==> src/rtl/aq_spsram_2048x32_ctrl_pkg.sv <==
// Shared definitions for the 2048x32 single-port SRAM request controller.
// Widths here are also the defaults used by the IFU/LSU users of the macro.
package aq_spsram_2048x32_ctrl_pkg;

  localparam int SRAM_AW = 11;
  localparam int SRAM_DW = 32;
  localparam int SRAM_BW = SRAM_DW / 8;

  typedef enum logic [1:0] {
    ST_INIT  = 2'd0,
    ST_RUN   = 2'd1,
    ST_DRAIN = 2'd2
  } state_e;

endpackage

==> src/rtl/aq_spsram_2048x32_ctrl_if.sv <==
// Request/response handshake bundle between a requester and the SRAM controller.
// master = requester side, slave = controller side.
interface aq_spsram_2048x32_ctrl_if;
  import aq_spsram_2048x32_ctrl_pkg::*;

  logic               req_vld;
  logic               req_rdy;
  logic               req_wr;
  logic [SRAM_AW-1:0] req_addr;
  logic [SRAM_DW-1:0] req_wdata;
  logic [SRAM_BW-1:0] req_be;
  logic               rsp_vld;
  logic               rsp_rdy;
  logic [SRAM_DW-1:0] rsp_rdata;

  modport master (
    output req_vld,
    output req_wr,
    output req_addr,
    output req_wdata,
    output req_be,
    output rsp_rdy,
    input  req_rdy,
    input  rsp_vld,
    input  rsp_rdata
  );

  modport slave (
    input  req_vld,
    input  req_wr,
    input  req_addr,
    input  req_wdata,
    input  req_be,
    input  rsp_rdy,
    output req_rdy,
    output rsp_vld,
    output rsp_rdata
  );

endinterface

==> src/rtl/aq_spsram_2048x32_ctrl.sv <==
// Request-side controller for the 2048x32 single-port SRAM macro:
// request stream -> macro pins, read response with hold buffer, clear sweep.
module aq_spsram_2048x32_ctrl
  import aq_spsram_2048x32_ctrl_pkg::*;
#(
  parameter int ADDR_WIDTH    = SRAM_AW,
  parameter int DATA_WIDTH    = SRAM_DW,
  parameter int INIT_ON_RESET = 1,
  parameter logic [DATA_WIDTH-1:0] INIT_VALUE = '0
) (
  input  logic                  CLK,
  input  logic                  RST,
  aq_spsram_2048x32_ctrl_if.slave bus,
  input  logic                  init_req,
  output logic                  init_busy,
  output logic [ADDR_WIDTH-1:0] A,
  output logic                  CEN,
  output logic                  GWEN,
  output logic [DATA_WIDTH-1:0] WEN,
  output logic [DATA_WIDTH-1:0] D,
  input  logic [DATA_WIDTH-1:0] Q
);

  localparam state_e RST_ST =
    (INIT_ON_RESET != 0) ? ST_INIT : ST_RUN;
  localparam logic [ADDR_WIDTH-1:0] LAST = '1;

  state_e                state;
  state_e                state_nxt;
  logic [ADDR_WIDTH-1:0] init_ptr;
  logic [ADDR_WIDTH-1:0] init_ptr_nxt;
  logic                  rd_inflight;
  logic                  hold_vld;
  logic [DATA_WIDTH-1:0] hold_data;
  logic [DATA_WIDTH-1:0] be_mask;
  logic                  req_rdy;
  logic                  acc;
  logic                  acc_rd;
  logic                  acc_wr;
  logic                  sweep;

  // No accept or sweep write while reset is held
  assign req_rdy = ~RST
                 & (state == ST_RUN)
                 & ~init_req
                 & ~hold_vld
                 & (~rd_inflight | bus.rsp_rdy);

  assign acc    = bus.req_vld & req_rdy;
  assign acc_rd = acc & ~bus.req_wr;
  assign acc_wr = acc & bus.req_wr & (|bus.req_be);
  assign sweep  = ~RST & (state == ST_INIT);

  for (genvar g = 0; g < DATA_WIDTH; g++) begin : g_wen
    assign be_mask[g] = ~bus.req_be[g/8];
  end

  always_ff @(posedge CLK) begin
    if (RST) begin
      state    <= RST_ST;
      init_ptr <= '0;
    end else begin
      state    <= state_nxt;
      init_ptr <= init_ptr_nxt;
    end
  end

  always_comb begin
    state_nxt    = state;
    init_ptr_nxt = init_ptr;
    unique case (state)
      ST_INIT: begin
        init_ptr_nxt = init_ptr + 1'b1;
        if (init_ptr == LAST) begin
          state_nxt    = ST_RUN;
          init_ptr_nxt = '0;
        end
      end
      ST_RUN: begin
        if (init_req) state_nxt = ST_DRAIN;
      end
      ST_DRAIN: begin
        if (~rd_inflight & ~hold_vld) begin
          state_nxt    = ST_INIT;
          init_ptr_nxt = '0;
        end
      end
      default: state_nxt = ST_RUN;
    endcase
  end

  always_comb begin
    A    = '0;
    CEN  = 1'b1;
    GWEN = 1'b1;
    WEN  = '1;
    D    = '0;
    unique case (1'b1)
      sweep: begin
        A    = init_ptr;
        CEN  = 1'b0;
        GWEN = 1'b0;
        WEN  = '0;
        D    = INIT_VALUE;
      end
      acc_rd: begin
        A   = bus.req_addr;
        CEN = 1'b0;
      end
      acc_wr: begin
        A    = bus.req_addr;
        CEN  = 1'b0;
        GWEN = 1'b0;
        WEN  = be_mask;
        D    = bus.req_wdata;
      end
      default: ;
    endcase
  end

  // Q is only valid the cycle after a read; park it if unaccepted
  always_ff @(posedge CLK) begin
    if (RST) begin
      rd_inflight <= 1'b0;
      hold_vld    <= 1'b0;
      hold_data   <= '0;
    end else begin
      rd_inflight <= acc_rd;
      if (hold_vld) begin
        if (bus.rsp_rdy) hold_vld <= 1'b0;
      end else if (rd_inflight & ~bus.rsp_rdy) begin
        hold_vld  <= 1'b1;
        hold_data <= Q;
      end
    end
  end

  assign bus.req_rdy   = req_rdy;
  assign bus.rsp_vld   = hold_vld | rd_inflight;
  assign bus.rsp_rdata = hold_vld ? hold_data : Q;
  assign init_busy     = (state != ST_RUN);

endmodule

==> src/flat_wrapper.sv <==
// flat-port wrapper written by rule: the top's interface ports become plain ports
module aq_spsram_2048x32_ctrl_flat import aq_spsram_2048x32_ctrl_pkg::*;
#(
  parameter int ADDR_WIDTH    = SRAM_AW,
  parameter int DATA_WIDTH    = SRAM_DW,
  parameter int INIT_ON_RESET = 1,
  parameter logic [DATA_WIDTH-1:0] INIT_VALUE = '0
)
  (CLK, RST, init_req, init_busy, A, CEN, GWEN, WEN, D, Q, bus_req_vld, bus_req_wr, bus_req_addr, bus_req_wdata, bus_req_be, bus_rsp_rdy, bus_req_rdy, bus_rsp_vld, bus_rsp_rdata);
  aq_spsram_2048x32_ctrl_if bus_i ();
  input  logic CLK;
  input  logic RST;
  input  logic init_req;
  output logic init_busy;
  output logic [ADDR_WIDTH-1:0] A;
  output logic CEN;
  output logic GWEN;
  output logic [DATA_WIDTH-1:0] WEN;
  output logic [DATA_WIDTH-1:0] D;
  input  logic [DATA_WIDTH-1:0] Q;
  input wire logic [$bits(bus_i.req_vld)-1:0] bus_req_vld;
  input wire logic [$bits(bus_i.req_wr)-1:0] bus_req_wr;
  input wire logic [$bits(bus_i.req_addr)-1:0] bus_req_addr;
  input wire logic [$bits(bus_i.req_wdata)-1:0] bus_req_wdata;
  input wire logic [$bits(bus_i.req_be)-1:0] bus_req_be;
  input wire logic [$bits(bus_i.rsp_rdy)-1:0] bus_rsp_rdy;
  output wire logic [$bits(bus_i.req_rdy)-1:0] bus_req_rdy;
  output wire logic [$bits(bus_i.rsp_vld)-1:0] bus_rsp_vld;
  output wire logic [$bits(bus_i.rsp_rdata)-1:0] bus_rsp_rdata;
  assign bus_i.req_vld = bus_req_vld;
  assign bus_i.req_wr = bus_req_wr;
  assign bus_i.req_addr = bus_req_addr;
  assign bus_i.req_wdata = bus_req_wdata;
  assign bus_i.req_be = bus_req_be;
  assign bus_i.rsp_rdy = bus_rsp_rdy;
  assign bus_req_rdy = bus_i.req_rdy;
  assign bus_rsp_vld = bus_i.rsp_vld;
  assign bus_rsp_rdata = bus_i.rsp_rdata;
  aq_spsram_2048x32_ctrl #(.ADDR_WIDTH(ADDR_WIDTH), .DATA_WIDTH(DATA_WIDTH), .INIT_ON_RESET(INIT_ON_RESET), .INIT_VALUE(INIT_VALUE)) u_core (.CLK(CLK), .RST(RST), .bus(bus_i), .init_req(init_req), .init_busy(init_busy), .A(A), .CEN(CEN), .GWEN(GWEN), .WEN(WEN), .D(D), .Q(Q));
endmodule
==> config.mk <==
export PLATFORM = sky130hd
export DESIGN_NAME = aq_spsram_2048x32_ctrl_flat
export DESIGN_NICKNAME = d
export VERILOG_FILES = /design/src/rtl/aq_spsram_2048x32_ctrl_pkg.sv /design/src/rtl/aq_spsram_2048x32_ctrl_if.sv /design/src/rtl/aq_spsram_2048x32_ctrl.sv /design/src/flat_wrapper.sv
export SDC_FILE = /design/constraint.sdc
export NUM_CORES = 1
export LEC_CHECK = 0
export CAP_MARGIN = 15
export CORE_MARGIN = 2
export CORE_UTILIZATION = 36
export DETAILED_ROUTE_END_ITERATION = 6
export HOLD_SLACK_MARGIN = 0.15
export PLACE_DENSITY = 0.82
export SETUP_SLACK_MARGIN = 0.15
export SYNTH_ARGS = -nofsm -noshare
export SYNTH_HDL_FRONTEND = slang
export SYNTH_SLANG_ARGS = --single-unit
==> constraint.sdc <==
create_clock -name CLK -period 3.12 [get_ports CLK]
set_input_delay 0.468 -clock CLK [delete_from_list [all_inputs] [get_ports CLK]]
set_output_delay 0.468 -clock CLK [all_outputs]
set_load 0.02 [all_outputs]
==> metrics.md <==
| Metric | Value |
|---|---|
| Outcome | `finished, final reports clean` |
| Detail-routed net length per standard cell | `15.9 um` |
| Overflow after GRT | `0` |
| Dpl cell area | `4800 sq um` |
| Reported max-cap violation count | `0` |
| Synthesized cell area | `2890 sq um` |
| Fmax | `346 MHz` |
| Half-perimeter wire length after detailed placement | `7440 um` |
| Horiz. Die Dim | `93.6 um` |
| Dominant cell type by area after synthesis | `sky130_fd_sc_hd__dfxtp_1` |
| Actual transition at the worst max-transition pin | `0.873 ns` |
| Crit-path cells | `clkdlybuf4s50_1 -> o41ai_2 -> buf_4 -> nor4b_4 -> buf_4 -> nor3_4 -> a21oi_2 -> buf_4 -> clkdlybuf4s15_2` |
| Beginning of the critical path | `bus_req_be[0]` |
| Worst-path cell with the longest stage delay | `sky130_fd_sc_hd__clkdlybuf4s50_1` |
| Destination of the critical timing path | `WEN[9]` |
| Setup repair after global routing missed its margin | `true` |
| DIE HEIGHT | `93.6 um` |
| Number of inserted diodes | `0` |
| Top flip-flop cell by instance count after synthesis | `sky130_fd_sc_hd__dfxtp_1` |
| Endpoint of the most critical register-to-register path | `u_core.init_ptr[7]` |
| All-layer global routing usage | `0.220` |
| Number of remaining DRC errors | `0` |
| Drt initial violations | `157` |
| Number of global-route vias before repair | `3147` |
| Critical Path Most Common Cell | `sky130_fd_sc_hd__buf_4` |
| Standard-cell row count | `32` |
| Lkg Pwr | `0.00198 uW` |
| I/O Pins | `197` |
| Reg2reg setup slack | `1.13 ns` |
| # setup viols final | `0` |
| Sink Count | `47` |
| R2R cell count | `6` |
| Synth cell types | `38` |
| Clock transition at the registers of the reported paths | `0.08 ns` |
| Hold crit path type | `register to register` |
| Combinational family with the most area after synthesis | `simple AND/OR/NAND/NOR gates` |
| Routed Wire Length | `10200 um` |
| Slew headroom | `0.416` |
| Post-synth top area share | `0.326` |
| Post-Synth Adder-Cell Area | `0.0216` |
| Number of nets in the finished design | `629` |
| Clock tree from TritonCTS | `built` |
| Fraction of the yosys area taken by sequential cells | `0.326` |
| Min Tclk post-route | `2.89 ns` |
| Worst hold slack | `0.457 ns` |
| Synth Instances | `355` |
| Area added between synthesis and finish | `66.8%` |
| Global-route wire length before repair | `15600 um` |
| Area of the placeable core | `7770 sq um` |
| Yosys reg bits | `47` |
| Dominant cells by area after synthesis | `sky130_fd_sc_hd__dfxtp_1, sky130_fd_sc_hd__mux2_2, sky130_fd_sc_hd__nand2_1` |
| Count of filler cells inserted in the layout | `708` |
| CP Max Fanout | `4` |
| Placer Congestion | `0.844` |
| Number of levels in the clock H-tree | `2` |
| Async set-or-reset flop fraction in the synthesized netlist | `0` |
| Maximum number of pins on one net before global-route repair | `41` |
| Data arrival time of the critical path | `2.42 ns` |
| Total die area | `8760 sq um` |
| Antenna viol nets, final | `0` |
| Peak VDD IR | `228 uV` |
| Number of antenna violations at the first check in global routing | `0` |
| Power per cell area | `399 nW/um^2` |
| Clock insertion delay at the later pin of the skew report | `0.29 ns` |
| XOR/XNOR Fraction of Synth Area | `0.0242` |
| Number of enable flip-flop cells after synthesis | `0` |
| Count of buffers inserted at the top-level ports | `196` |
| Vias after detailed routing | `3166` |
| DP Cell Count | `618` |
| Clock Tree Root | `sky130_fd_sc_hd__clkbuf_8` |
| Max Clock Skew | `0.00430 ns` |
| Number of buffers inserted for hold repair after clock tree synthesis | `0` |
| Multiplexer area fraction after synthesis | `0.125` |
| Post-Synthesis Mean Instance Area | `8.14 sq um` |
| Synthesis warning total | `0` |
| Simple-gate portion of the synthesized area | `0.231` |
| Number of search-and-repair iterations in the first detailed-routing pass | `6` |
| Startpoint kind of the worst setup timing path | `input pin` |
| Required time worst endpoint | `2.65 ns` |
| Fraction of final layout cells with drive strength greater than 1 | `0.306` |
| Critical register-to-register path startpoint | `u_core.state[0]` |
| Ratio of final minimum period to clock period | `0.926` |
| Share of the synthesized area in compound gates (AO/OA/AOI/OAI) | `0.156` |
| Final Hold Viols | `0` |
| Max-slew violation count | `0` |
| Maximum buffer depth of the clock tree | `2` |
| Post-Synthesis Net Count | `445` |
| Post-DR vias/cell | `4.94` |
| Final std cell area, no fill | `4820 sq um` |
| Final Instance Count excl. Fillers | `641` |
| Kind of capture point of the worst setup path | `primary output` |
| Cts bufs inserted | `5` |
| Maximum single-stage delay on the critical path | `0.47 ns` |
| Starting utilization of the core area | `0.372` |
| Setup Crit Path Kind | `input pin to primary output` |
[worst min-delay path by stage]
stage	start	to	slack [ns]	cells after the start
after floorplan	u_core.hold_data[0]	u_core.hold_data[0]	0.43	2
after global placement	u_core.hold_data[11]	u_core.hold_data[11]	0.44	2
after detailed placement	u_core.hold_data[23]	u_core.hold_data[23]	0.45	2
after CTS	u_core.hold_data[23]	u_core.hold_data[23]	0.46	2
after global routing	u_core.hold_data[26]	u_core.hold_data[26]	0.48	2
final	u_core.hold_data[15]	u_core.hold_data[15]	0.46	2
[area by class of cell]
type	count	area (sq um)	share of cell area
clock buffer	6	72.6	0.0151
clock inverter	1	30.0	0.00623
inverter	6	22.5	0.00467
multi-input combinational	251	1680	0.348
sequential	47	946	0.196
tap	102	128	0.0265
timing repair buffer	228	1950	0.404
[flip-flops by register name, summed over array words and instances, names as in the netlist]
register	count
u_core.rd_inflight	1
u_core.state	2
u_core.hold_data	32
u_core.hold_vld	1
u_core.init_ptr	11
[through the flow]
stage	total power, uW	worst slack (ns)	util	setup TNS [ns]
global placement	1490	-0.489	0.617	-21.30
CTS	1880	0.0102	0.603	0
global route	2020	0.118	0.621	0
detailed placement	1520	-0.610	0.617	-25.74
finish	1920	0.231	0.621	0
floorplan	1170	0.220	-	0
[what timing repair did]
action / in CTS / in global routing
cloned: 1 / 1
setup endpoints to repair: 77 / 73
buffers inserted: 11 / 3
gates resized for setup: 309 / 37
pin swaps: 2 / 2
[logic make-up after synthesis]
| kind of cell | Yosys count |
|---|---|
| simple gates | 138 |
| fa+ha+maj | 5 |
| xor+xnor | 8 |
| buf+inv | 57 |
| compound gates | 68 |
| mux | 32 |
| flops | 47 |
[synth_stat cells, types with 2 or more instances]
| cell | number |
|---|---|
| sky130_fd_sc_hd__a211oi_1 | 2 |
| sky130_fd_sc_hd__a22o_1 | 11 |
| sky130_fd_sc_hd__inv_1 | 6 |
| sky130_fd_sc_hd__dfxtp_1 | 47 |
| sky130_fd_sc_hd__xnor2_1 | 8 |
| sky130_fd_sc_hd__a21oi_1 | 42 |
| sky130_fd_sc_hd__nand2_1 | 67 |
| sky130_fd_sc_hd__buf_4 | 28 |
| sky130_fd_sc_hd__nand2b_1 | 3 |
| sky130_fd_sc_hd__nor2_1 | 18 |
| sky130_fd_sc_hd__and2_1 | 33 |
| sky130_fd_sc_hd__mux2_2 | 32 |
| sky130_fd_sc_hd__nor2b_1 | 3 |
| sky130_fd_sc_hd__clkbuf_1 | 18 |
| sky130_fd_sc_hd__buf_6 | 2 |
| sky130_fd_sc_hd__nor3_1 | 2 |
| sky130_fd_sc_hd__nand3_1 | 5 |
| sky130_fd_sc_hd__a2111oi_2 | 3 |
| sky130_fd_sc_hd__buf_2 | 2 |
| sky130_fd_sc_hd__ha_1 | 5 |
[worst max-delay path, delay by kind of cell]
family	cells	cell delay [ns]
AOI/OAI and AO/OA	2	0.40
and+or+nand+nor	2	0.34
buffers and inverters	5	1.19
[cells in the final DEF (no fill, tap or decap), types with 2 or more instances in the layout]
master | Yosys | final
sky130_fd_sc_hd__clkdlybuf4s50_1 | 0 | 117
sky130_fd_sc_hd__nand2_1 | 67 | 67
sky130_fd_sc_hd__buf_2 | 2 | 61
sky130_fd_sc_hd__dfxtp_1 | 47 | 45
sky130_fd_sc_hd__a21oi_1 | 42 | 38
sky130_fd_sc_hd__and2_1 | 33 | 33
sky130_fd_sc_hd__mux2_2 | 32 | 32
sky130_fd_sc_hd__buf_4 | 28 | 30
sky130_fd_sc_hd__nor2_1 | 18 | 18
sky130_fd_sc_hd__a22o_1 | 11 | 11
sky130_fd_sc_hd__buf_6 | 2 | 11
sky130_fd_sc_hd__xnor2_1 | 8 | 8
sky130_fd_sc_hd__inv_1 | 6 | 5
sky130_fd_sc_hd__nand3_1 | 5 | 5
sky130_fd_sc_hd__clkbuf_8 | 0 | 5
sky130_fd_sc_hd__a21oi_2 | 1 | 4
sky130_fd_sc_hd__ha_1 | 5 | 4
sky130_fd_sc_hd__clkdlybuf4s15_2 | 0 | 4
sky130_fd_sc_hd__nand2b_1 | 3 | 3
sky130_fd_sc_hd__a2111oi_2 | 3 | 3
sky130_fd_sc_hd__nor2b_1 | 3 | 2
sky130_fd_sc_hd__a211oi_1 | 2 | 2
sky130_fd_sc_hd__dlymetal6s2s_1 | 0 | 2
[report_power, final]
| group | switching [uW] | internal [uW] | leakage [uW] |
|---|---|---|---|
| registers | 33.1 | 624 | 0.000380 |
| logic | 445 | 390 | 0.00155 |
| clock network | 194 | 235 | 0.0000513 |
| total | 672 | 1250 | 0.00198 |
[metal layers]
metal / global-route usage / wire length [um]
met1: 0.234 / 3770
met2: 0.418 / 5320
met3: 0.0508 / 840
met4: 0.0845 / 282
met5: 0 / 0
(Power assumes the default switching activity.)
